`config.mk`:
```
export PLATFORM = sky130hd
export DESIGN_NAME = triangle_stream_merger
export DESIGN_NICKNAME = d
export VERILOG_FILES = /design/src/rtl/projector_pkg.sv /design/src/rtl/triangle_fifo.sv /design/src/rtl/triangle_stream_merger.sv
export SDC_FILE = /design/constraint.sdc
export NUM_CORES = 2
export LEC_CHECK = 0
export ABC_CLOCK_PERIOD_IN_PS = 21100
export BUFFER_PORTS_ARGS = -buffer_cell sky130_fd_sc_hd__buf_2
export CAP_MARGIN = 20
export CORE_MARGIN = 3
export CORE_UTILIZATION = 55
export DETAILED_ROUTE_END_ITERATION = 6
export PLACE_DENSITY = 0.75
export REMOVE_ABC_BUFFERS = 1
export SETUP_SLACK_MARGIN = 0.1
export SYNTH_ARGS = -nofsm -noshare
export SYNTH_HDL_FRONTEND = slang
export SYNTH_SLANG_ARGS = --single-unit
```
`constraint.sdc`:
```
create_clock -name clk -period 21.1 [get_ports clk]
set_input_delay 3.165 -clock clk [delete_from_list [all_inputs] [get_ports clk]]
set_output_delay 3.165 -clock clk [all_outputs]
set_load 0.03 [all_outputs]
```
`src/rtl/projector_pkg.sv`:
```
// Types and helpers shared between the projector lanes and the triangle stream merger.
package projector_pkg;

   localparam int TRI_W_DEFAULT = 128;

   typedef logic [TRI_W_DEFAULT-1:0] triangle_t;

   function automatic int next_lane(input int lane, input int n_lanes);
      return (lane + 1) % n_lanes;
   endfunction

endpackage

```
`src/rtl/triangle_fifo.sv`:
```
// Per-lane triangle FIFO: register array with a registered head word (dout).
// Pointers carry one extra wrap bit so full and empty can be told apart.
module triangle_fifo #(
   parameter int WIDTH = 128,
   parameter int DEPTH = 8
) (
   input  logic             clk,
   input  logic             rst,
   input  logic             push,
   input  logic             pop,
   input  logic [WIDTH-1:0] din,
   output logic [WIDTH-1:0] dout,
   output logic             full,
   output logic             empty
);

   localparam int AW = $clog2(DEPTH);

   logic [WIDTH-1:0] mem [DEPTH];
   logic [AW:0]      wptr;
   logic [AW:0]      rptr;
   logic [AW:0]      rptr_next;
   logic             do_push;
   logic             do_pop;

   assign empty     = (wptr == rptr);
   assign full      = (wptr[AW] != rptr[AW]) && (wptr[AW-1:0] == rptr[AW-1:0]);
   assign do_push   = push && !full;
   assign do_pop    = pop && !empty;
   assign rptr_next = rptr + (AW+1)'(do_pop);

   always_ff @(posedge clk) begin
      if (do_push) begin
         mem[wptr[AW-1:0]] <= din;
      end
   end

   // dout always holds the word at the next head; a push into the head slot is forwarded from din.
   always_ff @(posedge clk or negedge rst) begin
      if (!rst) begin
         wptr <= '0;
         rptr <= '0;
         dout <= '0;
      end else begin
         if (do_push) begin
            wptr <= wptr + (AW+1)'(1);
         end
         rptr <= rptr_next;
         if (do_push && (wptr == rptr_next)) begin
            dout <= din;
         end else begin
            dout <= mem[rptr_next[AW-1:0]];
         end
      end
   end

endmodule

```
`src/rtl/triangle_stream_merger.sv`:
```
// Merges N_CH projector lane streams into one registered triangle stream with
// round-robin arbitration and a single end-of-frame pulse per frame.
module triangle_stream_merger
   import projector_pkg::*;
#(
   parameter int N_CH  = 4,
   parameter int TRI_W = TRI_W_DEFAULT,
   parameter int DEPTH = 8,
   parameter int CNT_W = 16
) (
   input  logic                  clk,
   input  logic                  rst,
   input  logic [N_CH*TRI_W-1:0] in_triangle,
   input  logic [N_CH-1:0]       in_valid,
   output logic [N_CH-1:0]       in_ready,
   input  logic [N_CH-1:0]       in_done,
   output logic [TRI_W-1:0]      triangle,
   output logic                  triangle_valid,
   input  logic                  triangle_ready,
   output logic                  done_out,
   output logic [CNT_W-1:0]      tri_count,
   output logic [N_CH-1:0]       overflow
);

   localparam int LANE_W = (N_CH > 1) ? $clog2(N_CH) : 1;

   logic [N_CH-1:0]   fifo_full;
   logic [N_CH-1:0]   fifo_empty;
   logic [N_CH-1:0]   fifo_push;
   logic [N_CH-1:0]   fifo_pop;
   logic [TRI_W-1:0]  fifo_dout [N_CH];
   logic [LANE_W-1:0] rr;
   logic [LANE_W-1:0] grant;
   logic [LANE_W-1:0] cand;
   logic              any_pending;
   logic              load;
   logic              handshake;
   logic              frame_end;
   logic [N_CH-1:0]   done_seen;

   assign in_ready  = ~fifo_full;
   assign fifo_push = in_valid & ~fifo_full;
   assign handshake = triangle_valid && triangle_ready;
   assign load      = !triangle_valid || triangle_ready;

   generate
      for (genvar i = 0; i < N_CH; i++) begin : g_lane
         triangle_fifo #(
            .WIDTH (TRI_W),
            .DEPTH (DEPTH)
         ) u_fifo (
            .clk   (clk),
            .rst   (rst),
            .push  (fifo_push[i]),
            .pop   (fifo_pop[i]),
            .din   (in_triangle[i*TRI_W +: TRI_W]),
            .dout  (fifo_dout[i]),
            .full  (fifo_full[i]),
            .empty (fifo_empty[i])
         );
      end
   endgenerate

   // Walk downward so the candidate closest to rr is the one left standing.
   always_comb begin
      grant       = rr;
      cand        = '0;
      any_pending = 1'b0;
      for (int off = N_CH - 1; off >= 0; off--) begin
         cand = LANE_W'((int'(rr) + off) % N_CH);
         if (!fifo_empty[cand]) begin
            grant       = cand;
            any_pending = 1'b1;
         end
      end
   end

   always_comb begin
      fifo_pop = '0;
      if (load && any_pending) begin
         fifo_pop[grant] = 1'b1;
      end
   end

   always_ff @(posedge clk or negedge rst) begin
      if (!rst) begin
         triangle       <= '0;
         triangle_valid <= 1'b0;
         rr             <= '0;
      end else if (load) begin
         if (any_pending) begin
            triangle       <= fifo_dout[grant];
            triangle_valid <= 1'b1;
            rr             <= LANE_W'(next_lane(int'(grant), N_CH));
         end else begin
            triangle_valid <= 1'b0;
         end
      end
   end

   assign frame_end = (&done_seen) && (&fifo_empty) && !triangle_valid;

   // On frame end the old marks are dropped, but a done arriving that same cycle is kept for the next frame.
   always_ff @(posedge clk or negedge rst) begin
      if (!rst) begin
         done_seen <= '0;
         done_out  <= 1'b0;
         overflow  <= '0;
      end else begin
         done_out  <= frame_end;
         done_seen <= frame_end ? in_done : (done_seen | in_done);
         overflow  <= overflow | (in_valid & fifo_full);
      end
   end

   always_ff @(posedge clk or negedge rst) begin
      if (!rst) begin
         tri_count <= '0;
      end else if (done_out) begin
         tri_count <= '0;
      end else if (handshake && (tri_count != '1)) begin
         tri_count <= tri_count + CNT_W'(1);
      end
   end

endmodule

```
==> metrics.md <==
| Metric | Value |
|---|---|
| RSZ-0062 raised after global routing | `false` |
| Post-DP HPWL | `310 mm` |
| Commonest non-fill, non-tap cell in the layout | `edfxtp_1` |
| Starting Density | `0.554` |
| DRT antenna net count | `0` |
| Met3 Usage GRT | `0.0837` |
| Tcrit/Tclk final | `0.406` |
| Switch Pwr | `13.1 mW` |
| Clk buf depth | `4` |
| Ys Warns | `0` |
| Synthesized flop and latch total | `4,796` |
| TritonCTS Buffers | `460` |
| Critical Path Fanout Max | `47` |
| Final hold slack | `0.482 ns` |
| Total Routing Usage GR | `0.296` |
| Min Tclk post-route | `8.56 ns` |
| Worst-path clk slew | `0.07 ns` |
| I/O pins | `677` |
| Nature of the critical path startpoint | `input port` |
| Register area share after synthesis | `0.743` |
| Worst skew pair latency | `1.00 ns` |
| Slew Viols, Final | `0` |
| Port Buf Inserts | `676` |
| Avg Cell Area, Syn | `19.1 um^2` |
| Headroom to the max-slew limit | `0.229` |
| Max-Cap Viols | `0` |
| Worst vdd ir | `0.238 mV` |
| WP data required | `21.89 ns` |
| Hold_buf cts | `0` |
| Comb pwr share | `0.405` |
| Delay-heaviest family, CP | `buffers and inverters` |
| Post-CTS Resized | `0` |
| Reg power frac | `0.363` |
| Synth unique cells | `49` |
| Power Dens Cells | `170 nW/um^2` |
| Die Y | `592 um` |
| Busiest grt layer | `met2` |
| First-pass GRT wire length | `746 mm` |
| Most frequent cells in the layout | `edfxtp_1 (4,096), mux4_2 (1,024), dfrtp_1 (699)` |
| Crit-path slowest cell | `buf_4` |
| Status | `finished clean` |
| Die width | `592 um` |
| Number of global-route vias before repair | `102k` |
| Row cnt | `214` |
| Critical path, cell by cell | `buf_2 -> nand2b_1 -> nand2_4 -> nor3_1 -> ha_4 -> buf_4 -> buf_4 -> buf_4 -> buf_4 -> mux4_2 -> mux2i_1 -> o21ai_0` |
| Layout cell share with drive strength beyond 1 | `0.248` |
| Initial antenna violation count | `288` |
| Gate Count Post-Synth | `9,883` |
| CTS root buf | `clkbuf_16` |
| Initial detailed-routing violation count | `14.1k` |
| Internal power | `23.3 mW` |
| Worst-Margin Slew | `1.16 ns` |
| Clk pwr share | `0.232` |
| Post-route clock skew | `0.0645 ns` |
| Core Area | `341,000 um^2` |
| Area Growth Syn to Fin | `13.0%` |
| Met1 Resource Use GR | `0.403` |
| Crit-path most repeated cell | `buf_4` |
| GP Congestion | `0.819` |
| Worst Path Buf+Inv | `5` |
| Worst hold path type | `flop to flop` |
| Fin. Hold Viols | `0` |
| Layout Cells excl Fill | `15.7k` |
| DR vias | `103k` |
| Largest net degree at the start of global routing | `179` |
| Post-route DRC | `0` |
| Worst EP arrival | `9.36 ns` |
| DRT Pass-1 Iters | `7` |
| H-tree depth | `5` |
| Nets | `11.1k` |
| Placed cell count | `14.6k` |
| Routed wire length | `522 mm` |
| Final setup violation count | `0` |
| Leak Pwr | `72.2 nW` |
| Classification of the worst setup path | `input port to flop` |
| Switching share of power | `0.359` |
| CP Capture Type | `flop` |
| Clock net sink count | `4,796` |
| Crit-path max cell delay | `0.87 ns` |
| Vias per cell | `6.59` |
| DR WL/cell | `33.3 um` |
| Met2 GRT Util | `0.452` |
| Setup Fix Bufs, Post-CTS | `0` |
| Max Freq | `117 MHz` |
| CTS tree | `done` |
| Grt ovf | `0` |
| Die ar. | `351,000 um^2` |
| Synthesized cell area | `189,000 um^2` |
-- final timing paths --
kind                                                      start                                   to  slack, ns  cells past startpoint
max                                              triangle_ready  g_lane[3].u_fifo.dout[90]$_DFF_PN0_      12.54                     12
min                                       overflow[0]$_DFF_PN0_                overflow[0]$_DFF_PN0_       0.48                      1
max reg2reg                g_lane[1].u_fifo.wptr[1]$_DFFE_PN0P_  g_lane[3].u_fifo.dout[90]$_DFF_PN0_      13.21                     13
min reg2reg                               overflow[0]$_DFF_PN0_                overflow[0]$_DFF_PN0_       0.48                      1
max in group asynchronous                                   rst             triangle[57]$_DFFE_PN0N_      14.88                      5
min in group asynchronous                                   rst             tri_count[4]$_DFFE_PN0P_       2.22                      1
-- per-stage QoR --
stage                     power, mW  setup TNS (ns)  area, um^2  utilization  setup slack, ns
after floorplan                26.9        -8450.65      186000            -           -16.56
after CTS                      36.5               0      213000        0.625            12.54
after detailed placement       28.1               0      198000        0.580            11.49
after global placement         27.7               0      198000        0.580            11.67
after global routing           37.9               0      214000        0.626            12.05
final                          36.4               0      214000        0.627            12.54
-- cell families after synthesis --
logic type / share of synthesized area
fa+ha+maj: 0.000860
buf+inv: 0.0154
mux: 0.149
simple gates: 0.0340
flops: 0.743
compound gates: 0.0545
xor+xnor: 0.00296
-- power by group through the flow --
stage | Combinational [mW] | Clock, mW | Sequential (mW)
after floorplan | 13.3 | 0 | 13.6
after global placement | 14.4 | 0 | 13.3
after detailed placement | 14.7 | 0 | 13.4
after CTS | 14.8 | 8.52 | 13.2
after global routing | 15.6 | 8.89 | 13.4
final | 14.8 | 8.44 | 13.2
-- sequential cells by signal (all words and copies together), names as in the netlist --
signal              flops
done_out                1
done_seen               4
g_lane.u_fifo.dout    512
g_lane.u_fifo.mem    4096
g_lane.u_fifo.rptr     16
g_lane.u_fifo.wptr     16
overflow                4
rr                      2
tri_count              16
triangle              128
triangle_valid          1
-- final cells by class --
class	instances	area, um^2
Clock inverter	223	2480
Timing Repair Buffer	915	5350
Antenna cell	161	403
Clock buffer	648	13100
Fill cell	22900	127000
Sequential cell	4796	141000
Inverter	10	45.0
Multi-Input combinational cell	4368	46200
Tap cell	4536	5680
-- per-layer routing --
layer | routed length (um) | part of all wire
met1 | 189000 | 0.36
met2 | 245000 | 0.47
met3 | 63600 | 0.12
met4 | 23700 | 0.045
met5 | 990 | 0.0019
-- Yosys cell counts (all sizes together) --
cell type / count / area [um^2]
a21boi: 256 / 1920
nor4: 5 / 52.6
o31ai: 2 / 20.0
a22oi: 1 / 12.5
edfxtp: 4096 / 123000
nor3: 19 / 95.1
a21o: 4 / 30.0
and4: 2 / 17.5
nor3b: 1 / 7.51
o41a: 1 / 11.3
mux4: 1024 / 23100
o21ai: 518 / 2590
a32o: 256 / 2560
a211oi: 256 / 1920
a21oi: 5 / 25.0
o22ai: 3 / 37.5
mux2i: 514 / 5140
or4: 2 / 15.0
dfrtp: 700 / 17500
xor2: 21 / 184
or3: 7 / 43.8
nand3: 14 / 70.1
nor2: 39 / 146
buf: 204 / 971
and3: 259 / 1620
nand2b: 14 / 87.6
nand4b: 1 / 8.76
o211ai: 1 / 7.51
nand2: 683 / 2560
xnor2: 43 / 377
ha: 13 / 163
o31a: 1 / 8.76
nand4: 9 / 62.6
and2: 261 / 1630
inv: 10 / 37.5
o21bai: 4 / 30.0
o221ai: 128 / 1120
clkbuf: 505 / 1900
a41oi: 1 / 8.76
Power figures use the tool's default switching activity.
